**src/rtl/sub_pipe_pkg.sv**
```systemverilog
// Shared definitions for the pipelined ripple-borrow subtractor.
// Default geometry, slice-width derivation and the per-stage control record.
package sub_pipe_pkg;

    localparam int DEF_WIDTH  = 64;
    localparam int DEF_STAGES = 4;

    function automatic int chunk_of(input int width, input int stages);
        return width / stages;
    endfunction

    // Control half of a stage record; the operand tail / diff head travel beside it.
    typedef struct packed {
        logic vld;
        logic borrow;
    } stage_ctl_t;

endpackage

```
**src/rtl/rb_sub_slice.sv**
```systemverilog
// Combinational CHUNK-bit ripple-borrow subtract slice.
// {bout, d} = a - b - bin evaluated one bit wider than the slice.
module rb_sub_slice #(
    parameter int CHUNK = 16
) (
    input  logic [CHUNK-1:0] a,
    input  logic [CHUNK-1:0] b,
    input  logic             bin,
    output logic [CHUNK-1:0] d,
    output logic             bout
);

    logic [CHUNK:0] full;

    assign full = {1'b0, a} - {1'b0, b} - {{CHUNK{1'b0}}, bin};
    assign d    = full[CHUNK-1:0];
    assign bout = full[CHUNK];

endmodule

```
**src/rtl/pipeline_rb_subtractor.sv**
```systemverilog
// Pipelined ripple-borrow subtractor with valid/ready flow control.
// Stage k resolves operand slice k; unresolved operand slices and finished diff slices ride along.
module pipeline_rb_subtractor
    import sub_pipe_pkg::*;
#(
    parameter int WIDTH  = DEF_WIDTH,
    parameter int STAGES = DEF_STAGES
) (
    input  logic             clk,
    input  logic             rst_n,
    input  logic             in_valid,
    output logic             in_ready,
    input  logic [WIDTH-1:0] a,
    input  logic [WIDTH-1:0] b,
    input  logic             bin,
    output logic             out_valid,
    input  logic             out_ready,
    output logic [WIDTH-1:0] diff,
    output logic             bout
);

    localparam int CHUNK = chunk_of(WIDTH, STAGES);
    localparam logic [WIDTH-1:0] SLICE_MASK = WIDTH'({CHUNK{1'b1}});

    if (WIDTH % STAGES != 0) begin : g_bad_split
        $error("pipeline_rb_subtractor: WIDTH must be a multiple of STAGES");
    end

    stage_ctl_t       ctl_q  [STAGES];
    // res_q: minuend slices above this stage merged with finished diff slices below it
    logic [WIDTH-1:0] res_q  [STAGES];
    // brem_q: subtrahend slices not yet consumed, right-aligned
    logic [WIDTH-1:0] brem_q [STAGES];

    logic [WIDTH-1:0] a_src  [STAGES];
    logic [WIDTH-1:0] b_src  [STAGES];
    logic [WIDTH-1:0] res_d  [STAGES];
    logic [WIDTH-1:0] brem_d [STAGES];
    logic [CHUNK-1:0] d_s    [STAGES];
    logic [STAGES-1:0] bin_src;
    logic [STAGES-1:0] bo;
    logic [STAGES-1:0] vld_in;
    logic [STAGES:0]   go;

    // Ready chain: a stage may load when empty or when its content moves on.
    always_comb begin
        go         = '0;
        go[STAGES] = out_ready;
        for (int k = STAGES - 1; k >= 0; k--) begin
            go[k] = ~ctl_q[k].vld | go[k+1];
        end
    end

    assign in_ready = go[0];

    for (genvar k = 0; k < STAGES; k++) begin : g_stage
        if (k == 0) begin : g_head
            assign a_src[k]   = a;
            assign b_src[k]   = b;
            assign bin_src[k] = bin;
            assign vld_in[k]  = in_valid;
        end else begin : g_body
            assign a_src[k]   = res_q[k-1];
            assign b_src[k]   = brem_q[k-1];
            assign bin_src[k] = ctl_q[k-1].borrow;
            assign vld_in[k]  = ctl_q[k-1].vld;
        end

        rb_sub_slice #(
            .CHUNK (CHUNK)
        ) u_slice (
            .a    (a_src[k][k*CHUNK +: CHUNK]),
            .b    (b_src[k][CHUNK-1:0]),
            .bin  (bin_src[k]),
            .d    (d_s[k]),
            .bout (bo[k])
        );

        assign res_d[k]  = (a_src[k] & ~(SLICE_MASK << (k * CHUNK)))
                         | (WIDTH'(d_s[k]) << (k * CHUNK));
        assign brem_d[k] = b_src[k] >> CHUNK;
    end

    // Data registers only capture real operations, so the output keeps its last value when idle.
    always_ff @(posedge clk or negedge rst_n) begin
        if (!rst_n) begin
            for (int k = 0; k < STAGES; k++) begin
                ctl_q[k]  <= '0;
                res_q[k]  <= '0;
                brem_q[k] <= '0;
            end
        end else begin
            for (int k = 0; k < STAGES; k++) begin
                if (go[k]) begin
                    ctl_q[k].vld <= vld_in[k];
                    if (vld_in[k]) begin
                        ctl_q[k].borrow <= bo[k];
                        res_q[k]        <= res_d[k];
                        brem_q[k]       <= brem_d[k];
                    end
                end
            end
        end
    end

    assign out_valid = ctl_q[STAGES-1].vld;
    assign diff      = res_q[STAGES-1];
    assign bout      = ctl_q[STAGES-1].borrow;

endmodule

```
**config.mk**
```make
export PLATFORM = sky130hd
export DESIGN_NAME = pipeline_rb_subtractor
export DESIGN_NICKNAME = d
export VERILOG_FILES = /design/src/rtl/sub_pipe_pkg.sv /design/src/rtl/rb_sub_slice.sv /design/src/rtl/pipeline_rb_subtractor.sv
export SDC_FILE = /design/constraint.sdc
export NUM_CORES = 1
export LEC_CHECK = 0
export CAP_MARGIN = 20
export CORE_MARGIN = 2
export CORE_UTILIZATION = 29
export CTS_CLUSTER_DIAMETER = 50
export DETAILED_ROUTE_END_ITERATION = 12
export SLEW_MARGIN = 5
export SYNTH_ARGS = -nofsm -noshare
export SYNTH_HDL_FRONTEND = slang
export SYNTH_SLANG_ARGS = --single-unit
```
**constraint.sdc**
```tcl
create_clock -name clk -period 5.3 [get_ports clk]
set_input_delay 1.06 -clock clk [delete_from_list [all_inputs] [get_ports clk]]
set_output_delay 1.06 -clock clk [all_outputs]
set_load 0.02 [all_outputs]
```
### Word level (Yosys, flattened, before mapping)

Index checks and enable logic that the tools add are counted.

| cells by class | value |
|---|---|
| $add $sub $neg | 8 |
| bitwise gates (word level) | 12 |
| reductions and logical operators | 4 |

Operators by type and width:

| kind | count |
|---|---|
| subtractor 16 x 16 -> 17 bit | 4 |
| subtractor 17 x 1 -> 17 bit | 4 |
| OR 48 x 64 -> 64 bit | 1 |
| OR 64 x 16 -> 64 bit | 1 |
| OR 64 x 32 -> 64 bit | 1 |
| OR 64 x 48 -> 64 bit | 1 |
| AND reduction 2 bit | 4 |
| NOT 1 bit | 4 |
| OR 1 bit | 4 |

| word-level totals | value |
|---|---|
| output and inout bits | 67 |
| input port bits | 133 |
| logic and storage cells | 39 |
| bits in registers | 360 |

### Depth between registers and ports, before layout

| depth | value |
|---|---|
| word-level depth | 6 |
| mapped depth | 11 |
| depth with buffers taken out | 10 |

### Cells and area by module

From an unflattened synthesis, not the netlist that was laid out.

| unflattened totals | value |
|---|---|
| cells, all modules | 1,447 |
| area total of the unflattened synthesis | 18,376.4 µm² |

Modules (own cells, without submodules):

| module | cells each | area each (µm²) | times used | sequential area each (µm²) |
|---|---|---|---|---|
| pipeline_rb_subtractor | 766 | 13,646.8 | 1 | 9,008.6 |
| rb_sub_slice (g_stage[0].u_slice ...) | 174 | 1,224.9 | 2 | 0.0 |
| rb_sub_slice (g_stage[2].u_slice) | 168 | 1,142.3 | 1 | 0.0 |
| rb_sub_slice (g_stage[3].u_slice) | 165 | 1,137.3 | 1 | 0.0 |

### Worst setup path after synthesis

OpenSTA, ideal clock, no wires.

| path | value |
|---|---|
| path kind | input port to flip-flop |
| from | input port b[0] |
| to | register res_q (netlist bit a_src[143]) |
| arrival | 3,203 ps |
| library setup time | 136 ps |
| buffers on the path | 0 |
| setup slack | 1,961 ps |
| cell stages on the path | 10 |
| data required time | 5,164 ps |
| cells stage by stage | inv_1 -> fa_1 -> inv_1 -> ha_1 -> o211a_1 -> a2111oi_2 -> nor4_1 -> o31ai_1 -> mux2i_1 -> o211ai_1 |

| between the ends | value |
|---|---|
| word-level cells in the longest chain between the ends | 3 |

RTL lines:

| element | RTL line | source |
|---|---|---|
| from (decl) | pipeline_rb_subtractor.sv:14 | `input logic [WIDTH-1:0] b,` |
| subtractor 16 x 16 -> 17 bit | rb_sub_slice.sv:15 | `assign full = {1'b0, a} - {1'b0, b} - {{CHUNK{1'b0}}, bin};` |
| subtractor 17 x 1 -> 17 bit | rb_sub_slice.sv:15 |  |
| OR 64 x 16 -> 64 bit | pipeline_rb_subtractor.sv:80 | `\| (WIDTH'(d_s[k]) << (k * CHUNK));` |
| to (signal, indexed assignment) | pipeline_rb_subtractor.sv:98 | `res_q[k] <= res_d[k];` |
| to (decl) | pipeline_rb_subtractor.sv:31 | `logic [WIDTH-1:0] res_q [STAGES];` |

Every way passes these cells.
A chain may end at the register's enable or synchronous reset.

### Final worst setup path

| path | value |
|---|---|
| from | input port out_ready |
| to | output port in_ready |

| between the ends | value |
|---|---|
| word-level cells in the longest chain between the ends | 4 |

RTL lines:

| element | RTL line | source |
|---|---|---|
| from (decl) | pipeline_rb_subtractor.sv:17 | `input logic out_ready,` |
| OR 1 bit (4 in series) | pipeline_rb_subtractor.sv:50 | `go[k] = ~ctl_q[k].vld \| go[k+1];` |
| to (decl) | pipeline_rb_subtractor.sv:12 | `output logic in_ready,` |

Every way passes these cells.

==> qor.txt <==
Top FF cell, synth: dfrtp_1
postcts setup bufs: 0
Startpoint Class: input port
Skew-Pair Late Insertion Delay: 0.59 ns
Crit Path Category: in -> out
DRC Markers: 0
Layout area overhead: 25.99%
GRT Overall Usage: 13.25%
Port Buffers: 199
Cells after Synth: 1861
share of cells above drive strength 1: 10.42%
worst slew pin tran: 1.007 ns
fmax: 258.0 MHz
crit path cell chain: clkdlybuf4s50_1, nand4b_1, or2_2, clkdlybuf4s50_1
Critical Path Fanout Max: 4
CTS Hold Bufs: 0
MaxCap Viol Count: 0
Final Hold Viols: 0
cell taking the most area after synthesis: dfrtp_1
status: finished clean
mapped cell area: 17650 sq um
slowest stage delay, CP: 0.61 ns
top cells by count, synth: nand2_1 (605), dfrtp_1 (360), inv_1 (191)
crit share post-route: 73.14%
CP Launch Point: out_ready
DRT Pass-1 Iters: 5
PostCTS Resize Cnt: 0
top post-synthesis cells by area: dfrtp_1 (51%), nand2_1 (13%), ha_1 (8.5%)
CTS clock-pin slew for the worst setup and hold paths: 0.06 ns
worst hold path class: reg -> reg
R2R setup slack: 2.24 ns
vias per cell: 4.525
Setup Skew: 0.01769 ns
pin count of the biggest net entering global routing: 112
Post-DRT Antenna Nets: 0
worst hold path depth: 2
leakage: 10.78 nW
worst-case clock buffer depth: 3
Non-Filler Instances: 2875
Post-Route Setup TNS: 0 ns
core box area: 60250 sq um
# diodes: 0
IO Pins: 200
dpl hpwl: 28.45 mm
routed vias: 13010
synth warn: 0
Core Rows: 90
count of pins over their slew limit: 0
wire per inst: 14.22 microns
vias in the first global route: 13690
# placed instances: 2781
global-route wire length before repair: 68.34 mm
reg-to-reg critical path endpoint: bin_src[2]$_DFFE_PN0P_
clock sink count: 360
most used cell, CP: clkdlybuf4s50_1
WP data required: 4.24 ns
CP arrival: 2.82 ns
initial antenna violation count: 2
initial drt markers: 564
Hold Path End: b_src[10]$_DFFE_PN0P_
hold_sp: b_src[90]$_DFFE_PN0P_
sequential area share after synthesis: 51.03%
CTS tree: built
R2R cell count: 8
die area: 62860 sq um
syn_area_per_cell: 9.485 sq um
routability cong.: 0.8136
Yosys reg bits: 360
Worst VDD drop: 0.2585 mV
r2r startpoint: a_src[144]$_DFFE_PN0P_
Setup violations, final: 0
CTS buffer count: 51
Post-synth EDFFs: 0
die span in x: 250.7 microns
total routed wirelength: 40.88 mm
syn nets: 2122
Nets: 2313
root buffer cell: clkbuf_16
unrepaired setup endpoints after global routing: no
Slew HR: 32.85%
count of different cell masters after synthesis: 59
count leader, synth: nand2_1
H-tree depth: 2
Worst Hold Margin: 0.4579 ns
power density cells: 541.4 nW/um^2
Async S/R FF share, synth: 100.0%
Initial Util: 29.30%
Synth top area share: 51.03%
Max stage delay cell, worst path: clkdlybuf4s50_1
grt ovf: 0
Setup crit end kind: primary output
Die H: 250.7 microns
clock period minus worst slack: 3.877 ns
==> placed cells by master (no fill, tap or decap), drive strengths merged, types with 6 or more instances in the layout <==
cell,n
dfrtp,360
inv,204
clkdlybuf4s50,198
nor2,30
o21a,11
ha,120
nand3,9
nor3b,6
and2,6
fa,8
nor3,10
a211oi,10
buf,12
o31ai,7
mux2,99
o211ai,6
xor2,22
nand2,605
a21oi,36
o21ai,112
clkbuf,63
nand2b,15
a21o,18
clkinv,12
or3,10
xnor2,23
==> area by class of cell <==
cell class	count	area (sq um)
multi-input combinational	1238	7680
clock inverter	31	332.8
clock buffer	63	1393
sequential	360	9009
tap	782	978.4
fill	6055	38010
timing repair buffer	210	2130
inverter	191	716.9
==> critical path, delay by kind of cell <==
family        cells  cell delay, ns
simple gates      2            0.72
buf+inv           2            1.04
==> worst max path at each step <==
stage	endpoint	cells after the start	slack, ns
global route	in_ready	4	1.36
CTS	in_ready	4	1.39
detailed placement	a_src[143]$_DFFE_PN0P_	11	1.14
finish	in_ready	4	1.42
floorplan	a_src[143]$_DFFE_PN0P_	10	1.96
global placement	a_src[143]$_DFFE_PN0P_	11	1.23
==> where the power goes <==
part,switching [mW],internal [mW]
clock network,1.34,2.05
registers,0.485,3.61
logic,2.54,2.00
total,4.37,7.67
==> cell families (layout without fill, tap and decap cells) <==
group	Yosys count	in the layout	synth area share, %
buffers and inverters	263	495	5.664
DFF	360	360	51.03
adders and majority gates	128	128	9.413
and+or+nand+nor	717	717	16.40
AOI/OAI and AO/OA	246	246	8.768
xor gates and xnor gates	45	45	2.233
muxes	102	102	6.486
==> layer usage <==
layer	GRT usage, %	wire, microns	up-vias
met2	22.84	19600	204
met3	2.452	1629	59
met5	0	13	-
met4	4.260	880	2
met1	16.74	18760	6317
li1	-	-	6426
==> stage by stage <==
step	instance area [sq um]	worst slack, ns	power [mW]	util [%]
6_report	22240	1.423	12.04	36.91
5_1_grt	22240	1.355	12.99	36.91
4_1_cts	22240	1.387	12.23	36.91
3_5_place_dp	20510	1.137	8.722	34.05
3_3_place_gp	20510	1.232	8.607	34.05
2_1_floorplan	17650	1.961	7.176	-
==> state kept, by name, indices dropped and copies added (netlist names) <==
signal,count
a_src,192
b_src,96
diff,64
bin_src,3
ctl_q,3
bout,1
out_valid,1
Power figures use the tool's default switching activity.
